==> src/rtl/state_link_pkg.sv <==
// Shared definitions for the state-stream link: FSM encoding, line levels, parity helper.
`timescale 1ns/1ps
package state_link_pkg;

  localparam int STATE_W = 3;

  typedef enum logic [STATE_W-1:0] {
    IDLE   = 3'd0,
    START  = 3'd1,
    DATA   = 3'd2,
    PARITY = 3'd3,
    STOP   = 3'd4
  } state_e;

  localparam logic LINE_IDLE = 1'b1;
  localparam logic START_BIT = 1'b0;

  // Even parity bit for a word of up to 8 bits (upper bits zero-padded)
  function automatic logic even_parity(input logic [7:0] word);
    return ^word;
  endfunction

endpackage

==> src/rtl/state_word_serializer_if.sv <==
// Word handshake, stall control and serial/monitor outputs of the state word serializer.
`timescale 1ns/1ps
interface state_word_serializer_if #(
  parameter int WIDTH = 4
);
  import state_link_pkg::*;

  logic               stop;
  logic [WIDTH-1:0]   dataIn;
  logic               valid;
  logic               ready;
  logic               out;
  logic               busy;
  logic               frameDone;
  logic [STATE_W-1:0] stateOut;

  modport master (
    output stop, dataIn, valid,
    input  ready, out, busy, frameDone, stateOut
  );

  modport slave (
    input  stop, dataIn, valid,
    output ready, out, busy, frameDone, stateOut
  );

endinterface

==> src/rtl/state_word_serializer_shift.sv <==
// Data shift register for the serializer: parallel load, right shift, hold otherwise.
`timescale 1ns/1ps
module serial_shift_reg #(
  parameter int WIDTH = 4
) (
  input  logic             clk,
  input  logic             rst_n,
  input  logic             load,
  input  logic             shift,
  input  logic [WIDTH-1:0] d,
  output logic             lsb,
  output logic             next_lsb
);

  logic [WIDTH-1:0] shreg_r;

  // Load has priority; neither load nor shift holds the contents
  always_ff @(posedge clk or negedge rst_n) begin
    if (!rst_n) begin
      shreg_r <= '0;
    end else if (load) begin
      shreg_r <= d;
    end else if (shift) begin
      shreg_r <= shreg_r >> 1;
    end else begin
      shreg_r <= shreg_r;
    end
  end

  assign lsb = shreg_r[0];

  // Bit that becomes the LSB after the next shift
  generate
    if (WIDTH > 1) begin : g_next
      assign next_lsb = shreg_r[1];
    end else begin : g_next_one
      assign next_lsb = 1'b0;
    end
  endgenerate

endmodule

==> src/rtl/state_word_serializer.sv <==
// Framed serial transmitter for counter state words: start, data LSB first, [parity], stop.
// Optional parity bit enabled by defining SERIALIZER_PARITY_EN.
`timescale 1ns/1ps
module state_word_serializer
  import state_link_pkg::*;
#(
  parameter int WIDTH     = 4,
  parameter int STOP_BITS = 1
) (
  input  logic                   clk,
  input  logic                   rst_n,
  state_word_serializer_if.slave bus
);

  localparam logic [STATE_W-1:0] ST_IDLE   = IDLE;
  localparam logic [STATE_W-1:0] ST_START  = START;
  localparam logic [STATE_W-1:0] ST_DATA   = DATA;
  localparam logic [STATE_W-1:0] ST_STOP   = STOP;
`ifdef SERIALIZER_PARITY_EN
  localparam logic [STATE_W-1:0] ST_PARITY = PARITY;
`endif
  localparam logic [2:0] LAST_DATA = 3'(WIDTH - 1);
  localparam logic [2:0] LAST_STOP = 3'(STOP_BITS - 1);

  logic [STATE_W-1:0] state_r, state_s;
  logic [2:0]         bit_cnt_r, bit_cnt_s;
  logic               out_r, out_s;
  logic               last_stop_r, last_stop_s;
  logic               load_s, shift_s;
  logic               lsb_s, next_lsb_s;
`ifdef SERIALIZER_PARITY_EN
  logic               parity_r;
`endif

  serial_shift_reg #(.WIDTH(WIDTH)) u_shift (
    .clk      (clk),
    .rst_n    (rst_n),
    .load     (load_s),
    .shift    (shift_s),
    .d        (bus.dataIn),
    .lsb      (lsb_s),
    .next_lsb (next_lsb_s)
  );

  // rst_n gating keeps ready low while reset is asserted even though state reads IDLE
  assign bus.ready     = (state_r == ST_IDLE) & ~bus.stop & rst_n;
  assign bus.busy      = (state_r != ST_IDLE);
  assign bus.out       = out_r;
  assign bus.frameDone = last_stop_r & ~bus.stop;
  assign bus.stateOut  = state_r;

  // Next-state, bit counter and next line level (out is registered for the state it enters)
  always_comb begin
    state_s   = state_r;
    bit_cnt_s = bit_cnt_r;
    out_s     = out_r;
    load_s    = 1'b0;
    shift_s   = 1'b0;
    if (state_r == ST_IDLE) begin
      if (bus.valid && bus.ready) begin
        state_s   = ST_START;
        bit_cnt_s = 3'd0;
        out_s     = START_BIT;
        load_s    = 1'b1;
      end else begin
        out_s     = LINE_IDLE;
      end
    end else if (bus.stop) begin
      state_s = state_r;
    end else begin
      case (state_r)
        ST_START: begin
          state_s   = ST_DATA;
          bit_cnt_s = 3'd0;
          out_s     = lsb_s;
        end
        ST_DATA: begin
          shift_s = 1'b1;
          if (bit_cnt_r == LAST_DATA) begin
            bit_cnt_s = 3'd0;
`ifdef SERIALIZER_PARITY_EN
            state_s   = ST_PARITY;
            out_s     = parity_r;
`else
            state_s   = ST_STOP;
            out_s     = LINE_IDLE;
`endif
          end else begin
            bit_cnt_s = bit_cnt_r + 3'd1;
            out_s     = next_lsb_s;
          end
        end
`ifdef SERIALIZER_PARITY_EN
        ST_PARITY: begin
          state_s   = ST_STOP;
          bit_cnt_s = 3'd0;
          out_s     = LINE_IDLE;
        end
`endif
        ST_STOP: begin
          out_s = LINE_IDLE;
          if (bit_cnt_r == LAST_STOP) begin
            state_s   = ST_IDLE;
            bit_cnt_s = 3'd0;
          end else begin
            bit_cnt_s = bit_cnt_r + 3'd1;
          end
        end
        default: begin
          state_s   = ST_IDLE;
          bit_cnt_s = 3'd0;
          out_s     = LINE_IDLE;
        end
      endcase
    end
    last_stop_s = (state_s == ST_STOP) && (bit_cnt_s == LAST_STOP);
  end

  // FSM, bit counter, line and last-stop-cycle registers
  always_ff @(posedge clk or negedge rst_n) begin
    if (!rst_n) begin
      state_r     <= ST_IDLE;
      bit_cnt_r   <= 3'd0;
      out_r       <= LINE_IDLE;
      last_stop_r <= 1'b0;
    end else begin
      state_r     <= state_s;
      bit_cnt_r   <= bit_cnt_s;
      out_r       <= out_s;
      last_stop_r <= last_stop_s;
    end
  end

`ifdef SERIALIZER_PARITY_EN
  // Parity of the accepted word, captured once at load
  always_ff @(posedge clk or negedge rst_n) begin
    if (!rst_n) begin
      parity_r <= 1'b0;
    end else if (load_s) begin
      parity_r <= even_parity(8'(bus.dataIn));
    end else begin
      parity_r <= parity_r;
    end
  end
`endif

endmodule

==> src/flat_wrapper.sv <==
// flat-port wrapper written by rule: the top's interface ports become plain ports
module state_word_serializer_flat import state_link_pkg::*;
#(
  parameter int WIDTH     = 4,
  parameter int STOP_BITS = 1
)
  (clk, rst_n, bus_stop, bus_dataIn, bus_valid, bus_ready, bus_out, bus_busy, bus_frameDone, bus_stateOut);
  state_word_serializer_if #(.WIDTH(WIDTH)) bus_i ();
  input  logic clk;
  input  logic rst_n;
  input wire logic [$bits(bus_i.stop)-1:0] bus_stop;
  input wire logic [$bits(bus_i.dataIn)-1:0] bus_dataIn;
  input wire logic [$bits(bus_i.valid)-1:0] bus_valid;
  output wire logic [$bits(bus_i.ready)-1:0] bus_ready;
  output wire logic [$bits(bus_i.out)-1:0] bus_out;
  output wire logic [$bits(bus_i.busy)-1:0] bus_busy;
  output wire logic [$bits(bus_i.frameDone)-1:0] bus_frameDone;
  output wire logic [$bits(bus_i.stateOut)-1:0] bus_stateOut;
  assign bus_i.stop = bus_stop;
  assign bus_i.dataIn = bus_dataIn;
  assign bus_i.valid = bus_valid;
  assign bus_ready = bus_i.ready;
  assign bus_out = bus_i.out;
  assign bus_busy = bus_i.busy;
  assign bus_frameDone = bus_i.frameDone;
  assign bus_stateOut = bus_i.stateOut;
  state_word_serializer #(.WIDTH(WIDTH), .STOP_BITS(STOP_BITS)) u_core (.clk(clk), .rst_n(rst_n), .bus(bus_i));
endmodule
==> config.mk <==
export PLATFORM = sky130hd
export DESIGN_NAME = state_word_serializer_flat
export DESIGN_NICKNAME = d
export VERILOG_FILES = /design/src/rtl/state_link_pkg.sv /design/src/rtl/state_word_serializer_if.sv /design/src/rtl/state_word_serializer_shift.sv /design/src/rtl/state_word_serializer.sv /design/src/flat_wrapper.sv
export SDC_FILE = /design/constraint.sdc
export NUM_CORES = 1
export LEC_CHECK = 0
export ABC_AREA = 1
export CAP_MARGIN = 10
export CORE_UTILIZATION = 45
export DETAILED_ROUTE_END_ITERATION = 8
export PLACE_DENSITY = 0.71
export SLEW_MARGIN = 20
export SYNTH_ARGS = -nofsm -noshare
export SYNTH_HDL_FRONTEND = slang
export SYNTH_SLANG_ARGS = --single-unit
==> constraint.sdc <==
create_clock -name clk -period 4 [get_ports clk]
set_input_delay 0.8 -clock clk [delete_from_list [all_inputs] [get_ports clk]]
set_output_delay 0.8 -clock clk [all_outputs]
set_load 0.02 [all_outputs]
==> results summary <==
Post-CTS repair changed the size of 0 cells. After clock tree synthesis, the setup repair step added 0 buffers. The number of fill cells in the layout is 130. The number of cells traversed by the worst hold path came out at 2. The die outline area is 1821 µm². STA classifies the critical path startpoint as an input port. The first-pass iteration count of the detailed router is 4. Of all nets on the critical path, the largest fanout is 6.

In this design, the stage delay of the slowest critical-path cell is 0.65 ns. In this run the mean area of a mapped cell was 8.092 µm². The combined global-route utilization of all metal layers is 0.1835. The actual slew at the worst max-slew pin is 0.3274 ns.

Adding up every negative setup slack in the final design gives 0 ns. Walking the worst path, the cells encountered are clkdlybuf4s50_1 > nor3_2 > clkdlybuf4s50_1. The number of cells on the worst reg-to-reg path is 10. The leakage power came out at 0.4484 nW. The violation count after the first detailed-route iteration is 12. For this design, the sink count on the clock tree is 12. The least setup slack across all paths after layout came out at 0.9272 ns. The detail-routed via count per cell is 5.189.

The top achievable clock speed is 325.4 MHz. The total CTS buffers came out at 3. The register bit total from synthesis is 12. The synthesized net count came out at 104. The number of cells in the design after placement is 123. The total stage count of the critical path came out at 3. The pin count of the biggest net entering global routing came out at 13. The final design utilization is 0.6223. The clock latency of the later-clocked register in the worst-skew pair is 0.26 ns. The required time reported for the critical path endpoint came out at 3.20 ns.

The total half-perimeter wirelength after legalization and detailed placement is 1167 µm. The max-slew violation count is 0. The total power came out at 0.5581 mW. The post-route DRC violation count is 0.

The category of the critical setup timing path is in -> out. The final number of setup-violating endpoints came out at 0. The min-delay analysis places its worst path in the category reg -> reg. In the synthesized netlist the dominant register cell turns out to be dfrtp_1. In the final routed layout, each cell accounts on average for 11.26 µm. The via count of the routed design is 659. The initial core utilization came out at 0.4885.

STA classifies the critical path endpoint as an output pin. Among the stages of the critical path, the cell type that occurs most often is clkdlybuf4s50_1. The worst slack at placement came out at 0.9124 ns. The post-synthesis cell area came out at 744.5 µm².

The number of buffers inserted for hold repair after clock tree synthesis is 0. The number of warnings reported in the yosys synthesis log came out at 0. The initial antenna violation count is 0. The CTS H-tree depth came out at 1. The power per unit of standard cell area came out at 588.4 nW/µm².

The headroom to the max-slew limit is 0.7817. The core region is 1524 µm². The multi-input logic area is 382.9 µm². The number of synthesized flops with an enable pin came out at 0. The number of max-capacitance violations reported is 0. The total length of routed wires came out at 1430 µm. Setup repair after global routing left no endpoint under its margin. The height of the die came out at 42.68 µm. The via count of the first global-routing pass was 578. The total number of placement rows is 14.

The share of the clock period used by the worst path after layout is 0.7682. The final cell count without fillers is 127. The cell family contributing the most delay on the critical path is buffers and inverters. Clock-pin slew was measured on the worst setup and hold paths at 0.07 ns. The number of buffer and inverter instances along the worst setup path is 2. The number of standard cells after synthesis came out at 92.

The post-synthesis to final-layout area growth came out at 27.40%. The number of placed I/O pins is 15. The width of the die is 42.68 µm. The share of the Yosys chip area taken by registers is 0.4050.

The overflow left after global routing came out at 0. The count of buffers added on input and output ports is 14. TritonCTS built the clock tree. The net count reported at finish is 124.

The final antenna-violating net count came out at 0. Across the routed clock network, the largest skew measured is 0.002480 ns. The flow ran to the end, and the final reports show no timing, DRC or antenna violations. The maximum clock insertion buffer count came out at 2.

The routed design could run at a clock period as short as 3.073 ns. CTS placed an instance of clkbuf_4 at the clock tree root. The critical path data arrival time is 2.27 ns.

The share of layout cells above drive strength 1 came out at 0.1802. The final antenna diode count came out at 0. The final weighted congestion of routability-driven global placement is 0.8358.

The count of distinct cell types in the synthesized netlist came out at 22. The highest ir drop seen on vdd came out at 0.4048 mV. The sequential cell area is 301.5 µm².

The first global-routing pass estimated 2497 µm of wire. The async set-or-reset flop fraction in the synthesized netlist came out at 1.000. The final-report hold violation count came out at 0. The largest individual stage delay along the critical path comes from the cell clkdlybuf4s50_1.
==> final timing paths <==
check                                           from                   endpoint  slack, ns
max in group asynchronous                      rst_n             u_core.bus.out       2.91
max reg2reg                      u_core.bit_cnt_r[0]         u_core.last_stop_r       2.49
min                        u_core.u_shift.shreg_r[0]  u_core.u_shift.shreg_r[0]       0.54
min reg2reg                u_core.u_shift.shreg_r[0]  u_core.u_shift.shreg_r[0]       0.54
min in group asynchronous                      rst_n     u_core.bus.stateOut[0]       0.87
max                                         bus_stop                  bus_ready       0.93
==> cell usage in the layout, fill, tap and decap left out <==
cell             Yosys  final
nand4_4              1      1
nor3_2               1      1
o21ai_0             10     10
nand2_4              1      1
clkbuf_4             0      3
inv_2                2      2
nand2_1             17     17
dfrtp_1             11     11
nor2_4               1      1
nor2_2               3      3
buf_4                0      1
nand3_2              1      1
nand3_1             12     12
o21ai_1              1      1
o211ai_1             1      1
dfstp_2              1      1
o21ai_2              1      1
clkdlybuf4s50_1      0     14
a21oi_1              2      2
ha_1                 4      4
nand3b_1             1      1
a21boi_1             1      1
clkbuf_8             0      1
nor2_1               3      3
nand2_2              3      3
inv_1               14     14
==> tightest hold or removal path: stages, from the launching register on <==
cell      delay, ns
dfrtp_1        0.34
nand3_1        0.08
o211ai_1       0.09
==> state kept, by name, indices dropped and copies added, names as in the netlist <==
| register | cells |
|---|---|
| u_core.bus.stateOut | 3 |
| u_core.last_stop_r | 1 |
| u_core.u_shift.shreg_r | 4 |
| u_core.bit_cnt_r | 3 |
| u_core.bus.out | 1 |
==> metrics by stage <==
stage                     hold WS [ns]  instance area (µm²)
after floorplan                 0.5015                744.5
after global placement          0.5222                912.1
after detailed placement        0.5255                912.1
after CTS                       0.5450                948.4
after global routing            0.5789                948.4
final                           0.5446                948.4
==> cell type report <==
class,count,share of cell area
inverter,16,0.06332
tap,16,0.02111
multi-input combinational,64,0.4037
clock buffer,4,0.03826
sequential,12,0.3179
timing repair buffer,15,0.1557
==> where the power goes <==
group	switching, mW	internal [mW]
Clock	0.0372	0.0552
Sequential	0.0324	0.165
Combinational	0.160	0.108
Total	0.230	0.328
==> layer usage <==
layer / global-route usage / vias to the layer above / wire length [µm]
met3: 0.01702 / 4 / 61
met1: 0.2624 / 302 / 714
met2: 0.2758 / 17 / 636
met5: 0 / - / 0
met4: 0.09375 / 0 / 18
li1: - / 336 / -
==> logic make-up (layout without fill, tap and decap cells) <==
family | Yosys count | after routing | synth area share
AO/OA/AOI/OAI | 16 | 16 | 0.1193
adder cells (fa/ha/maj) | 4 | 4 | 0.06723
buffers and inverters | 16 | 35 | 0.08068
flip-flops | 12 | 12 | 0.4050
AND/OR/NAND/NOR | 44 | 44 | 0.3277
==> Yosys cell counts (2+ instances only) <==
library cell / count / area, µm²
a21oi_1: 2 / 10.01
dfrtp_1: 11 / 275.3
ha_1: 4 / 50.05
inv_1: 14 / 52.55
inv_2: 2 / 7.510
nand2_1: 17 / 63.81
nand2_2: 3 / 18.77
nand3_1: 12 / 60.06
nor2_1: 3 / 11.26
nor2_2: 3 / 18.77
o21ai_0: 10 / 50.05
Note: power is estimated with default switching activity, not from simulation.
